==> config.mk <==
export PLATFORM = sky130hd
export DESIGN_NAME = microsequencer
export DESIGN_NICKNAME = d
export VERILOG_FILES = /design/src/rtl/microsequencer.sv
export SDC_FILE = /design/constraint.sdc
export NUM_CORES = 1
export LEC_CHECK = 0
export CAP_MARGIN = 20
export CORE_ASPECT_RATIO = 2
export CORE_UTILIZATION = 39
export DETAILED_ROUTE_END_ITERATION = 10
export PLACE_DENSITY_LB_ADDON = 0.2
export SLEW_MARGIN = 20
export SYNTH_ARGS = -nofsm -noshare
export SYNTH_HDL_FRONTEND = slang
export SYNTH_SLANG_ARGS = --single-unit
export TNS_END_PERCENT = 50
==> constraint.sdc <==
create_clock -name clk -period 3.7 [get_ports clk]
set_clock_uncertainty 0.05 [all_clocks]
set_input_delay 0.74 -clock clk [delete_from_list [all_inputs] [get_ports clk]]
set_output_delay 0.74 -clock clk [all_outputs]
set_load 0.005 [all_outputs]
==> src/rtl/microsequencer.sv <==
// Next-address stage of the control unit: holds the micro-PC that indexes the
// microstore ROM and selects the following address from the current
// microinstruction's next-state mode, a selected status condition, the
// instruction-decoder entry address, a one-deep return register and a
// memory-wait counter that traps to TRAP_ADDR after WAIT_MAX false cycles.
module microsequencer #(
  parameter int                 ADDR_W     = 7,
  parameter logic [ADDR_W-1:0]  RESET_ADDR = '0,
  parameter logic [ADDR_W-1:0]  TRAP_ADDR  = {ADDR_W{1'b1}},
  parameter int                 WAIT_MAX   = 15
) (
  input  logic              clk,
  input  logic              reset,
  input  logic              step_en,
  input  logic [2:0]        ns,
  input  logic [ADDR_W-1:0] cr,
  input  logic              inv,
  input  logic [1:0]        cond_sel,
  input  logic [3:0]        cond_in,
  input  logic [ADDR_W-1:0] decoder_addr,
  output logic [ADDR_W-1:0] index,
  output logic [ADDR_W-1:0] ret_addr,
  output logic              waiting,
  output logic              mem_timeout
);

  // Next-state modes carried in the microinstruction.
  localparam logic [2:0] NS_INCR   = 3'd0;
  localparam logic [2:0] NS_JUMP   = 3'd1;
  localparam logic [2:0] NS_DECODE = 3'd2;
  localparam logic [2:0] NS_BRANCH = 3'd3;
  localparam logic [2:0] NS_BRDEC  = 3'd4;
  localparam logic [2:0] NS_WAIT   = 3'd5;
  localparam logic [2:0] NS_CALL   = 3'd6;
  localparam logic [2:0] NS_RET    = 3'd7;

  // The counter only ever has to reach WAIT_MAX-1 before it traps and clears.
  localparam int               CNT_W    = (WAIT_MAX > 1) ? $clog2(WAIT_MAX) : 1;
  localparam logic [CNT_W-1:0] CNT_LAST = CNT_W'(WAIT_MAX - 1);

  logic [ADDR_W-1:0] index_reg, index_next;
  logic [ADDR_W-1:0] ret_reg, ret_next;
  logic [CNT_W-1:0]  wait_cnt_reg, wait_cnt_next;
  logic              timeout_reg, timeout_next;
  logic              cond;
  logic [ADDR_W-1:0] inc;

  // Selected status condition and wrapping successor address.
  always_comb begin
    cond = cond_in[cond_sel] ^ inv;
    inc  = index_reg + ADDR_W'(1);
  end

  // Next-address selection; with step_en low every register simply holds.
  always_comb begin
    index_next    = index_reg;
    ret_next      = ret_reg;
    wait_cnt_next = wait_cnt_reg;
    timeout_next  = timeout_reg;
    if (step_en) begin
      // Any non-WAIT mode abandons a partially counted wait.
      wait_cnt_next = '0;
      case (ns)
        NS_INCR:   index_next = inc;
        NS_JUMP:   index_next = cr;
        NS_DECODE: index_next = decoder_addr;
        NS_BRANCH: index_next = cond ? cr : inc;
        NS_BRDEC:  index_next = cond ? cr : decoder_addr;
        NS_WAIT: begin
          if (cond) begin
            index_next = inc;
          end else if (wait_cnt_reg != CNT_LAST) begin
            wait_cnt_next = wait_cnt_reg + CNT_W'(1);
          end else begin
            // Memory never answered: trap; the flag stays set until reset.
            index_next   = TRAP_ADDR;
            timeout_next = 1'b1;
          end
        end
        NS_CALL: begin
          ret_next   = inc;
          index_next = cr;
        end
        NS_RET:    index_next = ret_reg;
        default:   index_next = inc;
      endcase
    end
  end

  // State registers; reset overrides stepping and every mode.
  always_ff @(posedge clk) begin
    if (reset) begin
      index_reg    <= RESET_ADDR;
      ret_reg      <= '0;
      wait_cnt_reg <= '0;
      timeout_reg  <= 1'b0;
    end else begin
      index_reg    <= index_next;
      ret_reg      <= ret_next;
      wait_cnt_reg <= wait_cnt_next;
      timeout_reg  <= timeout_next;
    end
  end

  // Outputs: registered state plus the combinational stall indication.
  always_comb begin
    index       = index_reg;
    ret_addr    = ret_reg;
    mem_timeout = timeout_reg;
    waiting     = (ns == NS_WAIT) && !cond;
  end

endmodule

Word-level counts from Yosys, hierarchy flattened
Index checks and enable logic that the tools add are counted.

storage, ports and cells
  bits in registers = 19
  bits in latches = 0
  bits in writable memories = 0
  ROM bits = 0
  input port bits = 27
  output and inout bits = 16
  logic and storage cells = 36
  memories kept = 0

operators by class
  $add $sub $neg = 2
  multiply operators = 0
  div/mod/pow operators = 0
  magnitude comparators = 1
  eq/ne operators = 9
  shift-type cells = 0
  muxes and demuxes = 10
  bitwise logic cells = 3
  reduce and logical (&&, ||, !) cells = 7

operator list
  operator             number
  $pmux 7 s7           1
  $mux 7               4
  $eq 3x3->1 const B   4
  $mux 4               3
  $add 7x1->7 const B  1
  $eq 3x2->1 const B   2
  $add 4x1->4 const B  1
  $ne 4x4->1 const B   1
  $reduce_and 2->1     2
  $reduce_and 4->1     1
  $eq 3x1->1 const B   1
  $logic_not 3->1      1
  $lt 2x3->1 const B   1
  $ne 3x3->1 const B   1
  $bmux 1 s2           1
  $not 1->1            2
  $reduce_or 2->1      1
  $logic_and 1x1->1    1
  $logic_not 1->1      1
  $mux 1               1
  $xor 1x1->1          1

Longest topological paths before layout
Gate-level depths: netlist of run 1.

  depth after elaboration = 5
  depth in mapped cells = 9
  gate-level depth less buffers = 7

Worst setup path before layout of run 1
No wires, ideal clock.

  path type = input-to-output
  start point = input port cond_sel[1]
  end point = output port waiting
  arrival time = 1.808 ns
  required time = 2.910 ns
  setup slack = 1.102 ns
  stages = 5
  path buffers = 1
  path through = mux2i_1 > mux2_4 > and2_2 > buf_6 > nor2_2

on the way
  cells in the longest elaborated chain, start to end = 5

RTL lines
  what                          line  source
  start, declared               18    input logic [1:0] cond_sel,
  $bmux 1 s2                    50    cond = cond_in[cond_sel] ^ inv;
  $mux 1 (implied by the code)  50
  $xor 1x1->1                   50
  $logic_not 1->1               110   waiting = (ns == NS_WAIT) && !cond;
  $logic_and 1x1->1             110
  end, declared                 23    output logic waiting,

No other way between the ends. The select of a mux whose other input is x is not followed.

Worst setup path after layout of run 1
Same ends and word-level chain as after synthesis.

==> reports/results.txt, run 1 <==
Worst-path clk slew -> 70 ps
HP Start -> ret_addr[1]
MaxCap Viol Count -> 0
Top post-synthesis cells by area -> dfxtp_1 (23%), mux2i_1 (6.1%), nand2_1 (5.9%), nor2_1 (5.9%), a21oi_1 (4.5%)
PD cells -> 261 nW/um^2
Clk sinks -> 19
Routed Antenna Nets -> 0
TritonRoute pass-1 iters -> 4
R2r endpoint -> index[6]
Post-synth EDFFs -> 0
Post-CTS resize count -> 0
CTS H-Tree Depth -> 1
Rel. slew slack -> 55.0%
Synth Instances -> 226
Slowest-stage cell, CP -> clkdlybuf4s50_1
Starting Density -> 40.5%
CTS tree -> yes
Hold Fails Final Rpt -> 0
Dpl hpwl -> 3910 um
CP Launch Point -> cond_sel[1]
Pin count of the biggest net entering global routing -> 27
IO buf count -> 42
Worst setup EP type -> primary output
Dpl cells -> 312
Worst Setup Path Type -> in -> out
Largest family of logic cells by synthesized area -> simple AND/OR/NAND/NOR gates
# DRC -> 0
Crit path to -> waiting
Area growth syn-to-layout -> 31.0%
Num ports -> 43
Synth unique cells -> 56
Vias post-DR -> 1,815
Synth Area per Inst -> 7.32 sq um
Final WL -> 5020 um
Worst-Skew Late Latency -> 260 ps
Top post-synthesis cells by count -> nand2_1 (26), nor2_1 (26), dfxtp_1 (19), a21oi_1 (15), o21ai_0 (11)
Highest Clock Rate -> 276 MHz
Adder-Cell Fraction of Synth Area -> 2.27%
Max Slew Vio Count -> 0
Post-synthesis mux area share -> 8.47%
Number of global-route vias before repair -> 1,731
Critical-path cell list -> clkdlybuf4s50_1 -> mux2i_2 -> mux2_4 -> and2_2 -> nor2_2 -> clkdlybuf4s50_1
FF-to-FF setup slack -> 1550 ps
Period utilisation layout -> 97.8%
CTS max path bufs -> 2
CP required -> 2910 ps
Global Route Usage Sum -> 24.2%
Wire length per cell -> 15.9 um
Post-synth net total -> 256
Tmin final -> 3620 ps
Clock root cell -> clkbuf_8
Total Nets Final -> 295
Flops & latches, synth -> 19
Status -> finished, final reports clean
CTS Hold Bufs -> 0
Critical path fanouts, max -> 5
Rows -> 33
First-pass GRT wire length -> 7950 um
Critical Path Source Type -> input port
Final Setup Violations -> 0
R2R cell count -> 6
Drt via density -> 5.74
P_leak -> 0.836 nW
Cell Area, Synth -> 1650 sq um
Synth area leader -> dfxtp_1
Seq/Total Area, Yosys -> 23.0%
Area fraction of the dominant cell type after synthesis -> 23.0%
Max incr delay on CP -> 530 ps
Grt total ovfl -> 0
CTS buffer count -> 3
Gpl congestion -> 0.877
Most used DFF post-synth -> dfxtp_1
Die X-Extent -> 48.1 um
Core Footprint -> 4090 sq um
Hold slack -> 433 ps
CP arrival -> 2830 ps
Share of cells above drive strength 1 -> 8.71%
Max IR drop VDD -> 275 uV
DRT iter0 DRCs -> 38
Layout fillers -> 406
Crit path top cell by count -> clkdlybuf4s50_1
Total die area -> 4520 sq um
Worst R2R Start -> index[0]
N_diodes -> 0
Synth Area in XOR/XNOR -> 3.71%
Simple-Gate Fraction of Synth Area -> 28.8%
Non-Filler Instances -> 316
Post-CTS Setup Bufs -> 0
Asr flop ratio synth -> 0%
Synth Area in Compound Gates -> 26.7%
Min-delay worst type -> reg -> reg
Die Height -> 94.1 um
Worst-margin pin slew -> 672 ps
Antenna violations before repair -> 0
YS warnings -> 0
-- worst max-delay path, delay by kind of cell --
family	cells	cell delay, ps
multiplexers	2	690
buffers and inverters	2	1040
AND/OR/NAND/NOR	2	350
-- layout by cell type (no fill, tap or decap), drive strengths merged, types with 6 or more instances in the layout --
master / instances
o21ai: 11
nand4: 6
inv: 8
and3: 6
buf: 8
dfxtp: 19
a21oi: 15
nand2: 26
nor3: 9
nor2: 27
clkdlybuf4s50: 42
nand3: 9
mux2i: 11
a211oi: 9
-- metal layers --
metal | track usage, % | wire, um | vias up
li1 | - | - | 912
met1 | 28.6 | 2040 | 844
met2 | 41.9 | 2690 | 49
met3 | 0.962 | 161 | 10
met4 | 11.1 | 129 | 0
met5 | 0 | 0 | -
-- power by group --
group	switching (mW)	internal (mW)
logic	0.0973	0.0965
clock network	0.0706	0.0750
registers	0.0129	0.214
total	0.181	0.386
-- kinds of logic after synthesis --
logic type | count (synthesis)
compound gates | 61
xor+xnor | 7
fa+ha+maj | 3
buf+inv | 25
flops | 19
mux | 13
simple gates | 98
-- metrics by stage --
| stage | setup TNS, ps | instance area, sq um | utilization, % | setup WS, ps | total power [mW] |
|---|---|---|---|---|---|
| detailed placement | 0 | 2120 | 51.8 | 43.6 | 0.423 |
| finish | 0 | 2170 | 53.0 | 81.3 | 0.566 |
| CTS | 0 | 2160 | 52.9 | 30.0 | 0.571 |
| global route | -9.88 | 2170 | 53.0 | -9.88 | 0.602 |
| floorplan | 0 | 1650 | - | 1100 | 0.341 |
| global placement | 0 | 2120 | 51.8 | 75.0 | 0.422 |
-- how the worst min path moves through the flow --
stage,endpoint,slack (ps),cells after the start
after floorplan,mem_timeout,410,2
after global placement,mem_timeout,420,2
after detailed placement,ret_addr[1],420,2
after CTS,ret_addr[1],430,2
after global routing,mem_timeout,470,2
final,ret_addr[1],430,2
-- cell type report --
| class | instances | area (sq um) | area share (%) |
|---|---|---|---|
| Multi-Input combinational cell | 182 | 1160 | 53.6 |
| Timing Repair Buffer | 50 | 480 | 22.2 |
| Sequential cell | 19 | 380 | 17.6 |
| Tap cell | 52 | 65.1 | 3.00 |
| Clock buffer | 3 | 41.3 | 1.91 |
| Inverter | 9 | 33.8 | 1.56 |
| Clock inverter | 1 | 5.00 | 0.231 |
No activity file was read; power rests on OpenSTA's default activity.
==> run 2: changes to the inputs <==
--- a/config.mk
+++ b/config.mk
@@ -9,6 +9,7 @@
 export CORE_ASPECT_RATIO = 2
 export CORE_UTILIZATION = 39
 export DETAILED_ROUTE_END_ITERATION = 10
+export HOLD_SLACK_MARGIN = 0.1
 export PLACE_DENSITY_LB_ADDON = 0.2
 export SLEW_MARGIN = 20
 export SYNTH_ARGS = -nofsm -noshare
==> results of run 2 <==
No change in the layout: final DEF, timing and power equal those of run 1.
==> run 3: changes to the inputs <==
--- a/config.mk
+++ b/config.mk
@@ -11,6 +11,8 @@
 export DETAILED_ROUTE_END_ITERATION = 10
 export HOLD_SLACK_MARGIN = 0.1
 export PLACE_DENSITY_LB_ADDON = 0.2
+export SETUP_SLACK_MARGIN = 0.02
+export SKIP_LAST_GASP = 1
 export SLEW_MARGIN = 20
 export SYNTH_ARGS = -nofsm -noshare
 export SYNTH_HDL_FRONTEND = slang
==> run 3 against run 2 <==
Net effect:
- combinational power hardly changed
- largest cell class unchanged
- highest routed layer unchanged
- flip-flop and latch count unchanged
- utilization is 0.28 points higher
- worst hold slack hardly changed
- sequential power is essentially flat
- setup slack improved by 210 ps
==> reports/results.txt, run 3 (synthesis results as in run 1) <==
Final WL -> 5030 um (was 5020 um)
Gpl congestion -> 0.877 (unchanged)
Commonest non-fill, non-tap cell in the layout -> clkdlybuf4s50_1 (unchanged)
IO buf count -> 42 (unchanged)
Critical Path Source Type -> input port (unchanged)
CTS tree -> yes (unchanged)
Critical-path cell list -> clkdlybuf4s50_1 -> nand2b_1 -> mux2_4 -> and2_2 -> nor2_2 -> clkdlybuf4s50_1 (was clkdlybuf4s50_1 -> mux2i_2 -> mux2_4 -> and2_2 -> nor2_2 -> clkdlybuf4s50_1)
Area growth syn-to-layout -> 31.7% (was 31.0%)
CP required -> 2910 ps (about the same)
Dpl hpwl -> 3910 um (unchanged)
First-pass GRT wire length -> 7950 um (unchanged)
Worst R2R Start -> index[0] (unchanged)
Clock root cell -> clkbuf_8 (unchanged)
Hold Fails Final Rpt -> 0 (unchanged)
Vias post-DR -> 1,799 (was 1,815)
Post-CTS Setup Bufs -> 0 (unchanged)
Status -> finished, final reports clean (unchanged)
Max IR drop VDD -> 277 uV (was 275 uV)
Worst setup EP type -> primary output (unchanged)
HP Start -> ret_addr[1] (unchanged)
Global Route Usage Sum -> 24.2% (unchanged)
CTS buffer count -> 3 (unchanged)
Fin worst setup slack -> 293 ps (was 81.3 ps)
Rows -> 33 (unchanged)
DRT iter0 DRCs -> 40 (was 38)
Multi-input logic area -> 1170 sq um (was 1160 sq um)
Post-CTS resize count -> 0 (unchanged)
Die Height -> 94.1 um (unchanged)
FF-to-FF setup slack -> 1540 ps (was 1550 ps)
CTS Hold Bufs -> 0 (unchanged)
Drt via density -> 5.69 (was 5.74)
Crit path buffers/inverters -> 2 (unchanged)
Share of cells above drive strength 1 -> 8.71% (unchanged)
Routed Antenna Nets -> 0 (unchanged)
Place WS -> 43.6 ps (unchanged)
PD cells -> 261 nW/um^2 (about the same)
Layout fillers -> 405 (was 406)
Fin util -> 53.3% (was 53.0%)
Starting Density -> 40.5% (unchanged)
Wire length per cell -> 15.9 um (about the same)
Antenna violations before repair -> 0 (unchanged)
RSZ-0062 raised after global routing -> no
Critical path fanouts, max -> 8 (was 5)
Worst Setup Path Type -> in -> out (unchanged)
Period utilisation layout -> 92.1% (was 97.8%)
Worst-margin pin slew -> 687 ps (was 672 ps)
Clk sinks -> 19 (unchanged)
Core Footprint -> 4090 sq um (unchanged)
Grt total ovfl -> 0 (unchanged)
Total die area -> 4520 sq um (unchanged)
Total Nets Final -> 295 (unchanged)
Number of global-route vias before repair -> 1,731 (unchanged)
Clock share of power -> 25.7% (about the same)
CTS max path bufs -> 2 (unchanged)
Power Internal -> 0.386 mW (about the same)
Max Slew Vio Count -> 0 (unchanged)
MaxCap Viol Count -> 0 (unchanged)
Tmin final -> 3410 ps (was 3620 ps)
Min-delay worst type -> reg -> reg (unchanged)
Num ports -> 43 (unchanged)
Max incr delay on CP -> 520 ps (was 530 ps)
Highest Clock Rate -> 294 MHz (was 276 MHz)
Most frequent cells in the layout -> clkdlybuf4s50_1 (41), nor2_1 (26), nand2_1 (26) (was clkdlybuf4s50_1 (42), nor2_1 (26), nand2_1 (26))
Psw -> 0.181 mW (about the same)
TritonRoute pass-1 iters -> 4 (unchanged)
Die X-Extent -> 48.1 um (unchanged)
Crit path top cell by count -> clkdlybuf4s50_1 (unchanged)
Slowest-stage cell, CP -> clkdlybuf4s50_1 (unchanged)
Sequential share of power -> 40.0% (was 40.1%)
Worst-Skew Late Latency -> 260 ps (about the same)
Delay-heaviest family, CP -> buffers and inverters (unchanged)
Rel. slew slack -> 54.0% (was 55.0%)
# DRC -> 0 (unchanged)
Pin count of the biggest net entering global routing -> 27 (unchanged)
Setup TNS -> 0 ps (unchanged)
Logic pwr share -> 34.3% (was 34.2%)
Hold slack -> 433 ps (about the same)
N_diodes -> 0 (unchanged)
CTS H-Tree Depth -> 1 (unchanged)
P_leak -> 0.846 nW (was 0.836 nW)
Worst-path clk slew -> 70 ps (about the same)
CP arrival -> 2620 ps (was 2830 ps)
Storage cell area -> 380 sq um (unchanged)
Sw frac -> 32.0% (was 31.9%)
Final Setup Violations -> 0 (unchanged)
CP Launch Point -> inv (was cond_sel[1])
[run 3: per-stage QoR]
stage                     total power [mW]  instances  cell area, sq um
after floorplan                      0.341        226              1650
after global placement               0.422        312              2120
after detailed placement             0.423        312              2120
after CTS                            0.571        316              2160
after global routing                 0.603        316              2180
final                                0.568        316              2180
[run 3: worst paths after layout]
check / end / cells past startpoint
worst min register to register: ret_addr[1] / 2
worst max-delay path: waiting / 6
worst min-delay path: ret_addr[1] / 2
worst max register to register: index[6] / 6
[run 3: power by group through the flow]
stage,clock (mW),combinational [mW],sequential [mW]
final,0.146,0.195,0.227
after global routing,0.161,0.213,0.229
after CTS,0.151,0.193,0.227
after detailed placement,0,0.192,0.231
after global placement,0,0.191,0.232
after floorplan,0,0.111,0.230
[run 3: layout make-up]
class / instances / share of cell area (%)
clock buffer: 3 / 1.90
clock inverter: 1 / 0.230
inverter: 9 / 1.55
multi-input combinational: 182 / 53.7
sequential: 19 / 17.5
tap: 52 / 2.99
timing repair buffer: 50 / 22.2
[run 3: routing by layer]
layer | track usage (%) | share of wire, %
met5 | 0 | 0
met4 | 11.1 | 2.7
met3 | 0.962 | 2.8
met2 | 41.9 | 54
met1 | 28.6 | 41
[run 3: worst reg2reg max path: stages (launching register included)]
cell and delay (ps):
dfxtp_1 490, ha_1 310, nand3_1 130, xor2_1 350, o211ai_1 130, a211o_1 330, a32o_1 260
